--- src/rtl/sysid_check_pkg.sv ---
// Shared types and constants for the system-ID check controller.
// The state encoding and timer sizing helper live here so the top and the timer agree on them.
package sysid_check_pkg;

  localparam logic [31:0] DEFAULT_EXPECTED_ID = 32'hACD5_1314;
  localparam logic [31:0] DEFAULT_EXPECTED_TS = 32'h594D_7BAE;

  typedef enum logic [2:0] {
    ST_IDLE,
    ST_RD_ID_REQ,
    ST_RD_ID_WAIT,
    ST_RD_TS_REQ,
    ST_RD_TS_WAIT,
    ST_COMPARE,
    ST_DONE,
    ST_FAIL
  } state_e;

  // Bits needed to hold the values 0..max_count.
  function automatic int unsigned timer_width(input int unsigned max_count);
    return (max_count < 1) ? 1 : $clog2(max_count + 1);
  endfunction

endpackage

--- src/rtl/sysid_check_ctrl_if.sv ---
// Avalon-MM read-only master link between the check controller and the sysid slave.
// The master drives address/read; the interconnect answers with waitrequest and pipelined data.
interface sysid_check_ctrl_if;

  logic        address;
  logic        read;
  logic        waitrequest;
  logic        readdatavalid;
  logic [31:0] readdata;

  modport master (
    output address,
    output read,
    input  waitrequest,
    input  readdatavalid,
    input  readdata
  );

  modport slave (
    input  address,
    input  read,
    output waitrequest,
    output readdatavalid,
    output readdata
  );

endinterface

--- src/rtl/sysid_check_timer.sv ---
// Loadable response-timeout down-counter.
// expired_o flags the enabled cycle in which the count would reach zero.
module sysid_check_timer
  import sysid_check_pkg::*;
#(
  parameter int unsigned MAX_COUNT = 255,
  parameter int unsigned WIDTH     = timer_width(MAX_COUNT)
) (
  input  logic clock_i,
  input  logic reset_i,
  input  logic load_i,
  input  logic en_i,
  output logic expired_o
);

  logic [WIDTH-1:0] count_q;
  logic [WIDTH-1:0] count_d;

  always_comb begin
    count_d = count_q;
    if (load_i) begin
      count_d = WIDTH'(MAX_COUNT);
    end else if (en_i && (count_q != '0)) begin
      count_d = count_q - 1'b1;
    end
  end

  always_ff @(posedge clock_i) begin
    if (reset_i) begin
      count_q <= '0;
    end else begin
      count_q <= count_d;
    end
  end

  // Firing on the last non-zero value gives exactly MAX_COUNT waiting cycles after a load.
  assign expired_o = en_i && (count_q == WIDTH'(1));

endmodule

--- src/rtl/sysid_check_ctrl.sv ---
// Boot-time system-ID check: reads the sysid ID and timestamp words over Avalon-MM,
// retries on response timeout and reports match/timeout status with registered outputs.
module sysid_check_ctrl
  import sysid_check_pkg::*;
#(
  parameter logic [31:0] EXPECTED_ID    = DEFAULT_EXPECTED_ID,
  parameter logic [31:0] EXPECTED_TS    = DEFAULT_EXPECTED_TS,
  parameter bit          CHECK_TS       = 1'b1,
  parameter int unsigned TIMEOUT_CYCLES = 255,
  parameter int unsigned MAX_RETRY      = 3,
  parameter bit          AUTO_START     = 1'b1
) (
  input  logic                      clock_i,
  input  logic                      reset_i,
  input  logic                      start_i,
  sysid_check_ctrl_if.master        avm,
  output logic                      busy_o,
  output logic                      done_o,
  output logic                      id_match_o,
  output logic                      ts_match_o,
  output logic                      pass_o,
  output logic                      timeout_err_o,
  output logic [31:0]               id_value_o,
  output logic [31:0]               ts_value_o
);

  localparam logic [3:0] MAX_RETRY_L = 4'(MAX_RETRY);

  state_e      state_q;
  logic        read_q;
  logic        addr_q;
  logic        busy_q;
  logic        done_q;
  logic        id_match_q;
  logic        ts_match_q;
  logic        pass_q;
  logic        timeout_err_q;
  logic [31:0] id_value_q;
  logic [31:0] ts_value_q;
  logic [3:0]  retry_q;
  logic        auto_q;

  logic timer_load;
  logic timer_en;
  logic timer_expired;
  logic in_req;
  logic in_wait;
  logic id_eq;
  logic ts_eq;

  assign in_req  = (state_q == ST_RD_ID_REQ)  || (state_q == ST_RD_TS_REQ);
  assign in_wait = (state_q == ST_RD_ID_WAIT) || (state_q == ST_RD_TS_WAIT);
  assign id_eq   = (id_value_q == EXPECTED_ID);
  assign ts_eq   = (ts_value_q == EXPECTED_TS);

  // A response on the expiry cycle takes priority, so the timer only counts silent cycles.
  assign timer_load = in_req && !avm.waitrequest;
  assign timer_en   = in_wait && !avm.readdatavalid;

  sysid_check_timer #(
    .MAX_COUNT (TIMEOUT_CYCLES)
  ) u_timer (
    .clock_i   (clock_i),
    .reset_i   (reset_i),
    .load_i    (timer_load),
    .en_i      (timer_en),
    .expired_o (timer_expired)
  );

  always_ff @(posedge clock_i) begin
    if (reset_i) begin
      state_q       <= ST_IDLE;
      read_q        <= 1'b0;
      addr_q        <= 1'b0;
      busy_q        <= 1'b0;
      done_q        <= 1'b0;
      id_match_q    <= 1'b0;
      ts_match_q    <= 1'b0;
      pass_q        <= 1'b0;
      timeout_err_q <= 1'b0;
      id_value_q    <= '0;
      ts_value_q    <= '0;
      retry_q       <= '0;
      auto_q        <= AUTO_START;
    end else begin
      case (state_q)
        ST_IDLE, ST_DONE, ST_FAIL: begin
          if (start_i || auto_q) begin
            auto_q        <= 1'b0;
            state_q       <= ST_RD_ID_REQ;
            read_q        <= 1'b1;
            addr_q        <= 1'b0;
            busy_q        <= 1'b1;
            done_q        <= 1'b0;
            id_match_q    <= 1'b0;
            ts_match_q    <= 1'b0;
            pass_q        <= 1'b0;
            timeout_err_q <= 1'b0;
            retry_q       <= '0;
          end
        end

        ST_RD_ID_REQ, ST_RD_TS_REQ: begin
          if (!avm.waitrequest) begin
            state_q <= (state_q == ST_RD_ID_REQ) ? ST_RD_ID_WAIT : ST_RD_TS_WAIT;
            read_q  <= 1'b0;
          end
        end

        ST_RD_ID_WAIT, ST_RD_TS_WAIT: begin
          if (avm.readdatavalid) begin
            if (state_q == ST_RD_ID_WAIT) begin
              id_value_q <= avm.readdata;
              state_q    <= ST_RD_TS_REQ;
              read_q     <= 1'b1;
              addr_q     <= 1'b1;
              retry_q    <= '0;
            end else begin
              ts_value_q <= avm.readdata;
              state_q    <= ST_COMPARE;
            end
          end else if (timer_expired) begin
            if (retry_q < MAX_RETRY_L) begin
              retry_q <= retry_q + 4'd1;
              state_q <= (state_q == ST_RD_ID_WAIT) ? ST_RD_ID_REQ : ST_RD_TS_REQ;
              read_q  <= 1'b1;
            end else begin
              state_q       <= ST_FAIL;
              busy_q        <= 1'b0;
              done_q        <= 1'b1;
              timeout_err_q <= 1'b1;
            end
          end
        end

        ST_COMPARE: begin
          state_q    <= ST_DONE;
          busy_q     <= 1'b0;
          done_q     <= 1'b1;
          id_match_q <= id_eq;
          ts_match_q <= ts_eq;
          pass_q     <= id_eq && (ts_eq || !CHECK_TS);
        end

        default: begin
          state_q <= ST_IDLE;
        end
      endcase
    end
  end

  assign avm.read      = read_q;
  assign avm.address   = addr_q;
  assign busy_o        = busy_q;
  assign done_o        = done_q;
  assign id_match_o    = id_match_q;
  assign ts_match_o    = ts_match_q;
  assign pass_o        = pass_q;
  assign timeout_err_o = timeout_err_q;
  assign id_value_o    = id_value_q;
  assign ts_value_o    = ts_value_q;

endmodule

--- src/flat_wrapper.sv ---
// flat-port wrapper written by rule: the top's interface ports become plain ports
module sysid_check_ctrl_flat import sysid_check_pkg::*;
#(
  parameter logic [31:0] EXPECTED_ID    = DEFAULT_EXPECTED_ID,
  parameter logic [31:0] EXPECTED_TS    = DEFAULT_EXPECTED_TS,
  parameter bit          CHECK_TS       = 1'b1,
  parameter int unsigned TIMEOUT_CYCLES = 255,
  parameter int unsigned MAX_RETRY      = 3,
  parameter bit          AUTO_START     = 1'b1
)
  (clock_i, reset_i, start_i, busy_o, done_o, id_match_o, ts_match_o, pass_o, timeout_err_o, id_value_o, ts_value_o, avm_address, avm_read, avm_waitrequest, avm_readdatavalid, avm_readdata);
  sysid_check_ctrl_if avm_i ();
  input  logic clock_i;
  input  logic reset_i;
  input  logic start_i;
  output logic busy_o;
  output logic done_o;
  output logic id_match_o;
  output logic ts_match_o;
  output logic pass_o;
  output logic timeout_err_o;
  output logic [31:0] id_value_o;
  output logic [31:0] ts_value_o;
  output wire logic [$bits(avm_i.address)-1:0] avm_address;
  output wire logic [$bits(avm_i.read)-1:0] avm_read;
  input wire logic [$bits(avm_i.waitrequest)-1:0] avm_waitrequest;
  input wire logic [$bits(avm_i.readdatavalid)-1:0] avm_readdatavalid;
  input wire logic [$bits(avm_i.readdata)-1:0] avm_readdata;
  assign avm_address = avm_i.address;
  assign avm_read = avm_i.read;
  assign avm_i.waitrequest = avm_waitrequest;
  assign avm_i.readdatavalid = avm_readdatavalid;
  assign avm_i.readdata = avm_readdata;
  sysid_check_ctrl #(.EXPECTED_ID(EXPECTED_ID), .EXPECTED_TS(EXPECTED_TS), .CHECK_TS(CHECK_TS), .TIMEOUT_CYCLES(TIMEOUT_CYCLES), .MAX_RETRY(MAX_RETRY), .AUTO_START(AUTO_START)) u_core (.clock_i(clock_i), .reset_i(reset_i), .start_i(start_i), .avm(avm_i), .busy_o(busy_o), .done_o(done_o), .id_match_o(id_match_o), .ts_match_o(ts_match_o), .pass_o(pass_o), .timeout_err_o(timeout_err_o), .id_value_o(id_value_o), .ts_value_o(ts_value_o));
endmodule
--- config.mk ---
export PLATFORM = sky130hd
export DESIGN_NAME = sysid_check_ctrl_flat
export DESIGN_NICKNAME = d
export VERILOG_FILES = /design/src/rtl/sysid_check_pkg.sv /design/src/rtl/sysid_check_ctrl_if.sv /design/src/rtl/sysid_check_timer.sv /design/src/rtl/sysid_check_ctrl.sv /design/src/flat_wrapper.sv
export SDC_FILE = /design/constraint.sdc
export NUM_CORES = 1
export LEC_CHECK = 0
export CAP_MARGIN = 15
export CORE_ASPECT_RATIO = 1.25
export CORE_MARGIN = 2
export CORE_UTILIZATION = 43
export DETAILED_ROUTE_END_ITERATION = 7
export PLACE_DENSITY = 0.76
export REMOVE_ABC_BUFFERS = 1
export SLEW_MARGIN = 20
export SYNTH_ARGS = -nofsm -noshare
export SYNTH_HDL_FRONTEND = slang
export SYNTH_HIERARCHICAL = 1
export SYNTH_SLANG_ARGS = --single-unit
--- constraint.sdc ---
create_clock -name clock_i -period 2.6 [get_ports clock_i]
set_input_delay 0.39 -clock clock_i [delete_from_list [all_inputs] [get_ports clock_i]]
set_output_delay 0.39 -clock clock_i [all_outputs]
set_load 0.01 [all_outputs]
# Word level (Yosys, flattened, before mapping)
# Index checks and enable logic that the tools add are counted.
# totals
ff_bits	88
inputBits	37
output_inout_bits	72
wordCells	107
# op_classes
addsub	2
magnitude_cmp	1
n_eq_ne	20
n_mux	39
bitwise_logic	1
n_reduce_logical	30
# ops
operator	n
32-bit by 31-bit equality test with 1-bit output, second input constant	1
32-bit equality test, second input constant	1
3-bit two-way mux	7
4-bit two-way mux	5
8-bit two-way mux	2
5-bit AND reduction	3
1-bit two-way mux	14
3-bit equality test, second input constant	4
3-bit case mux with 4 select lines	1
1-bit case mux with 2 select lines	5
3-bit by 2-bit inequality test with 1-bit output, second input constant	3
1-bit case mux with 3 select lines	3
3-bit AND reduction	3
8-bit by 1-bit equality test with 1-bit output, second input constant	1
2-bit inequality test, second input constant	4
4-bit case mux with 2 select lines	1
8-bit nonzero test	1
8-bit by 1-bit subtractor with 8-bit output, second input constant	1
3-bit by 2-bit equality test with 1-bit output, second input constant	2
2-bit by 1-bit inequality test with 1-bit output, second input constant	3
6-bit AND reduction	1
2-bit nonzero test	3
3-bit nonzero test	2
1-bit logical AND	5
12 further kinds	17

# Logic depth before layout (Yosys ltp)
# logic_depth
depth_word	7
depth_mapped	9

# Modules after synthesis
# Netlist, hierarchy kept.
# by_module_without_submodules
module	n_inst	cells_each	area_per_inst_um2	seq_area_each_um2
sysid_check_ctrl	1	426	3342.0	1601.5
sysid_check_timer	1	53	451.7	160.2

# Worst setup path after synthesis
# Ideal clock, no wire load.
# synth_path
kind	reg-to-reg
start	reg u_core.state_q[2]
end	reg u_core.retry_q[0]
setup_ps	101
arrival_ps	2583
setup_slack_ps	-85
stages_incl_launch_ff	10
n_path_buf	2
path_cell_list	dfxtp_1 -> clkbuf_1 -> clkbuf_1 -> xnor2_1 -> nor3_1 -> and4_1 -> or4b_2 -> a21oi_1 -> o2111ai_1 -> o41ai_1
# synth_via
elab_chain_cells	6
# synth_rtl
element	line_no	rtl
start: declaration	sysid_check_ctrl.sv:29	state_e state_q;
start signal: assignment	sysid_check_ctrl.sv:105	state_q <= (state_q == ST_RD_ID_REQ) ? ST_RD_ID_WAIT : ST_RD_TS_WAIT;
start signal: assignment	sysid_check_ctrl.sv:125	state_q <= (state_q == ST_RD_ID_WAIT) ? ST_RD_ID_REQ : ST_RD_TS_REQ;
3-bit by 2-bit equality test with 1-bit output / 3-bit equality test (equally long branches)	sysid_check_ctrl.sv:52	assign in_wait = (state_q == ST_RD_ID_WAIT) || (state_q == ST_RD_TS_WAIT);
1-bit logical OR *	sysid_check_ctrl.sv:52	
1-bit logical AND *	sysid_check_ctrl.sv:58	assign timer_en = in_wait && !avm.readdatavalid;
via u_core.timer_en	sysid_check_ctrl.sv:44	logic timer_en;
1-bit logical AND *	sysid_check_timer.sv:37	assign expired_o = en_i && (count_q == WIDTH'(1));
via u_core.timer_expired	sysid_check_ctrl.sv:45	logic timer_expired;
3-bit by 2-bit inequality test with 1-bit output (no line) *	--	
5-bit AND reduction (no line) *	--	
end signal: assignment	sysid_check_ctrl.sv:124	retry_q <= retry_q + 4'd1;
end: declaration	sysid_check_ctrl.sv:40	logic [3:0] retry_q;
# Mark *: on every way through the listed nets, which the timed path passes. The rest lies on a longest branch.
# A chain may end at the register's enable or synchronous reset.

# Worst setup path after layout
# layout_path
start	reg u_core.u_timer.count_q[2]
end	reg u_core.retry_q[1]
# layout_via
elab_chain_cells	4
# layout_rtl
element	line_no	rtl
start: declaration	sysid_check_timer.sv:16	logic [WIDTH-1:0] count_q;
start signal: assignment	sysid_check_timer.sv:32	count_q <= count_d;
8-bit by 1-bit equality test with 1-bit output	sysid_check_timer.sv:37	
1-bit logical AND	sysid_check_timer.sv:37	
via u_core.timer_expired	sysid_check_ctrl.sv:45	
3-bit by 2-bit inequality test with 1-bit output (no line)	--	
5-bit AND reduction (no line)	--	
# The timed path passes the listed nets, and every way through them passes these cells.

==> metrics.cfg <==
[power]
p_leak_uw = 0.001720
seqPwrFrac_pct = 43.4
peakVddDrop_v = 0.0004023
p_total_uw = 3636
p_sw_share_pct = 31.85
p_comb_share_pct = 27.6
p_clk_share_pct = 29.0
p_int_uw = 2478
powerDensity_nw_per_um2 = 697.4
p_switching_uw = 1158

[global_route]
grt_pass1_vias = 3472
gr-total-overflow = 0
grt_pass1_wl_um = 16720
grt_antenna_before_repair = 0
track_usage_pct = 22.13
grt_start_max_net_pins = 47

[floorplanning]
io_pins = 109
initial_utilization_pct = 44.08
num_rows = 38
die_h_um = 109.0
design.die.area_um2 = 9594
core_um2 = 8606
die_x_um = 88.01

[worst_setup_path]
cp-end-kind = flop
reg2reg_to = u_core/retry_q[1]
cp_cell_sequence = or4_4 -> nor2_1 -> and4_1 -> or4b_2 -> a21oi_2 -> o2111ai_1 -> o41ai_1
crit_path_start_kind = flop
cp.arrival_ns = 2.80
cp.required_ns = 2.86
crit_type = reg2reg
critical-path-slowest-cell = or4b_2
reg2reg_slack_ns = 0.06
path_max_fanout = 7
r2r_cells = 7
r2r-start = u_core/u_timer/count_q[2]
slowest_delay_ns = 0.65

[synth]
avgSynthCellArea_um2 = 7.920
async_reset_ff_share_pct = 0
ys_warn_count = 6
ys_top_cells_by_area = dfxtp_1, nand2_1, a21oi_1, clkbuf_1, nor2_1
yosysMostFrequentCell = nand2_1
ys_ff_latch = 88
synth_top_cell_by_area = dfxtp_1
post-synth-top-area-fraction_pct = 46.44
ys.flop_type = dfxtp_1
syn_area_um2 = 3794
ys_top_cells_by_count = nand2_1, dfxtp_1, a21oi_1
synth_edf_count = 0
syn_inst = 479
synth.distinct_cells = 58
yosysSeqAreaShare_pct = 46.44

[finish]
drive_gt1_share_pct = 7.045
layout.cells.non_filler = 702
syn_to_final_growth_pct = 37.43
insertedDiodeCount = 0
layout.nets = 618
nFillCells = 762

[placed_design]
numPortBuffers = 108
place_inst = 686
gp_congestion = 0.8447
hpwl_um = 7389

[clock_network]
cts_root_buf = clkbuf_8
tritoncts = built
cts_made_buffers = 9
clockBufferDepth = 2
post-cts-setup-buffer-count = 0
path_clk_slew_ns = 0.10
htreeDepth = 3
cts.sinks = 88
clock_latency_ns = 0.36
holdBufCountCts = 0

[sta]
worst_slew_pin_slew_ns = 0.5673
final_hold_viol_count = 0
final_max_slew_viol_count = 0
skew_ns = 0.01118
max_clock_freq_mhz = 394.0
timing.final.crit_period_ns = 2.538
setup_violations = 0
hold-worst-slack_ns = 0.4667
fin_crit_sh_pct = 97.61
relSlewSlack_pct = 62.02

[routing]
postRouteAntennaNets = 0
vias_per_cell = 5.400
via_count = 3791
wl_per_cell_um = 14.87
post-route-drc-count = 0
firstDrtPassIters = 4
drt_iter0_markers = 175
wl_um = 10440

[job]
max_cap_violations = 0

[outcome]
status = complete, no violations

[min_path]
min_from = u_core/avm.read
whs_path_depth = 2
min_path_type = reg2reg
holdPathEnd = u_core/avm.read

-- registers in the layout (all words and copies together), names as in the netlist --
| signal | count |
|---|---|
| u_core/timeout_err_o | 1 |
| u_core/auto_q | 1 |
| u_core/done_o | 1 |
| u_core/busy_o | 1 |
| u_core/retry_q | 4 |
| u_core/ts_value_o | 32 |
| u_core/avm.address | 1 |
| u_core/id_match_o | 1 |
| u_core/id_value_o | 32 |
| u_core/ts_match_o | 1 |
| u_core/state_q | 3 |
| u_core/u_timer/count_q | 8 |
| u_core/avm.read | 1 |
| u_core/pass_o | 1 |
-- critical path, delay by kind of cell (launching register included) --
family,cells,cell delay (ns)
flops,1,0.38
compound gates,3,0.44
simple gates,4,1.62
-- layout make-up --
| type | instances | area, um2 | area share, % |
|---|---|---|---|
| inverters | 9 | 33.78 | 0.6479 |
| clock inverters | 6 | 92.59 | 1.776 |
| repair buffers | 121 | 1174 | 22.51 |
| flip-flops and latches | 88 | 1762 | 33.79 |
| clock buffers | 10 | 127.6 | 2.448 |
| well taps | 120 | 150.1 | 2.880 |
| multi-input cells | 348 | 1874 | 35.95 |
-- through the flow --
step / util (%) / TNS (ns) / worst slack (ns) / cell area, um2
3_5_place_dp: 57.98 / 0 / 0.04061 / 4990
5_1_grt: 60.58 / -0.002287 / -0.002287 / 5214
2_1_floorplan: - / -0.01436 / -0.007179 / 3666
6_report: 60.58 / 0 / 0.06218 / 5214
4_1_cts: 60.54 / 0 / 0.02776 / 5210
3_3_place_gp: 57.98 / 0 / 0.1496 / 4990
-- routing by layer --
| layer | part of all wire [%] | track usage (%) | vias to the layer above |
|---|---|---|---|
| met5 | 0 | 0 | - |
| met4 | 1.1 | 7.359 | 0 |
| met3 | 7.7 | 7.949 | 9 |
| met2 | 50 | 36.04 | 126 |
| met1 | 41 | 27.13 | 1795 |
| li1 | - | - | 1861 |
-- worst max path at each step --
| stage | start | to | slack (ns) | cells after the start |
|---|---|---|---|---|
| 6_report | u_core/u_timer/count_q[2] | u_core/retry_q[1] | 0.06 | 7 |
| 5_1_grt | u_core/u_timer/count_q[2] | u_core/retry_q[1] | -0.002 | 7 |
| 4_1_cts | u_core/u_timer/count_q[2] | u_core/retry_q[1] | 0.03 | 7 |
| 3_5_place_dp | avm_readdatavalid | u_core/retry_q[1] | 0.04 | 7 |
| 3_3_place_gp | u_core/u_timer/count_q[2] | u_core/retry_q[0] | 0.15 | 7 |
| 2_1_floorplan | u_core/state_q[2] | u_core/retry_q[0] | -0.007 | 7 |
-- cells in the final DEF, fill, tap and decap left out, types with 3 or more instances in the layout --
master	netlist	routed
clkbuf_8	0	9
or3_1	3	3
o21a_1	3	3
nor4b_1	3	3
a21oi_1	75	74
nor3_1	8	8
dfxtp_1	88	88
a31oi_1	6	6
nand4_1	7	7
nor3b_1	4	4
and2_1	3	3
a31o_2	3	3
nor2_1	16	16
o211ai_1	4	4
inv_1	9	9
a211oi_1	3	3
ha_1	4	4
nand2_1	140	140
clkdlybuf4s50_1	0	107
o2111ai_1	3	3
o21ai_0	5	5
nor4bb_1	5	5
buf_4	0	13
nor2b_1	4	4
nand4b_1	3	3
xnor2_1	3	3
-- what timing repair did --
action,CTS,global route
setup endpoints to repair,0,2
hold endpoints to repair,0,0
resized for setup,0,1
-- cell families after synthesis --
| logic type | count (synthesis) | share of synthesized area (%) |
|---|---|---|
| and+or+nand+nor | 217 | 27.54 |
| xor gates and xnor gates | 3 | 0.6927 |
| muxes | 1 | 0.2639 |
| buffers and inverters | 43 | 4.254 |
| AOI/OAI and AO/OA | 123 | 19.49 |
| adders and majority gates | 4 | 1.319 |
| DFF | 88 | 46.44 |
-- power by group through the flow --
stage          clock (uW)  sequential [uW]  combinational, uW
2_1_floorplan           0             1670                501
3_3_place_gp            0             1600                975
3_5_place_dp            0             1610                993
4_1_cts              1070             1580                999
5_1_grt              1130             1590               1110
6_report             1050             1580               1000
(Power assumes the default switching activity.)
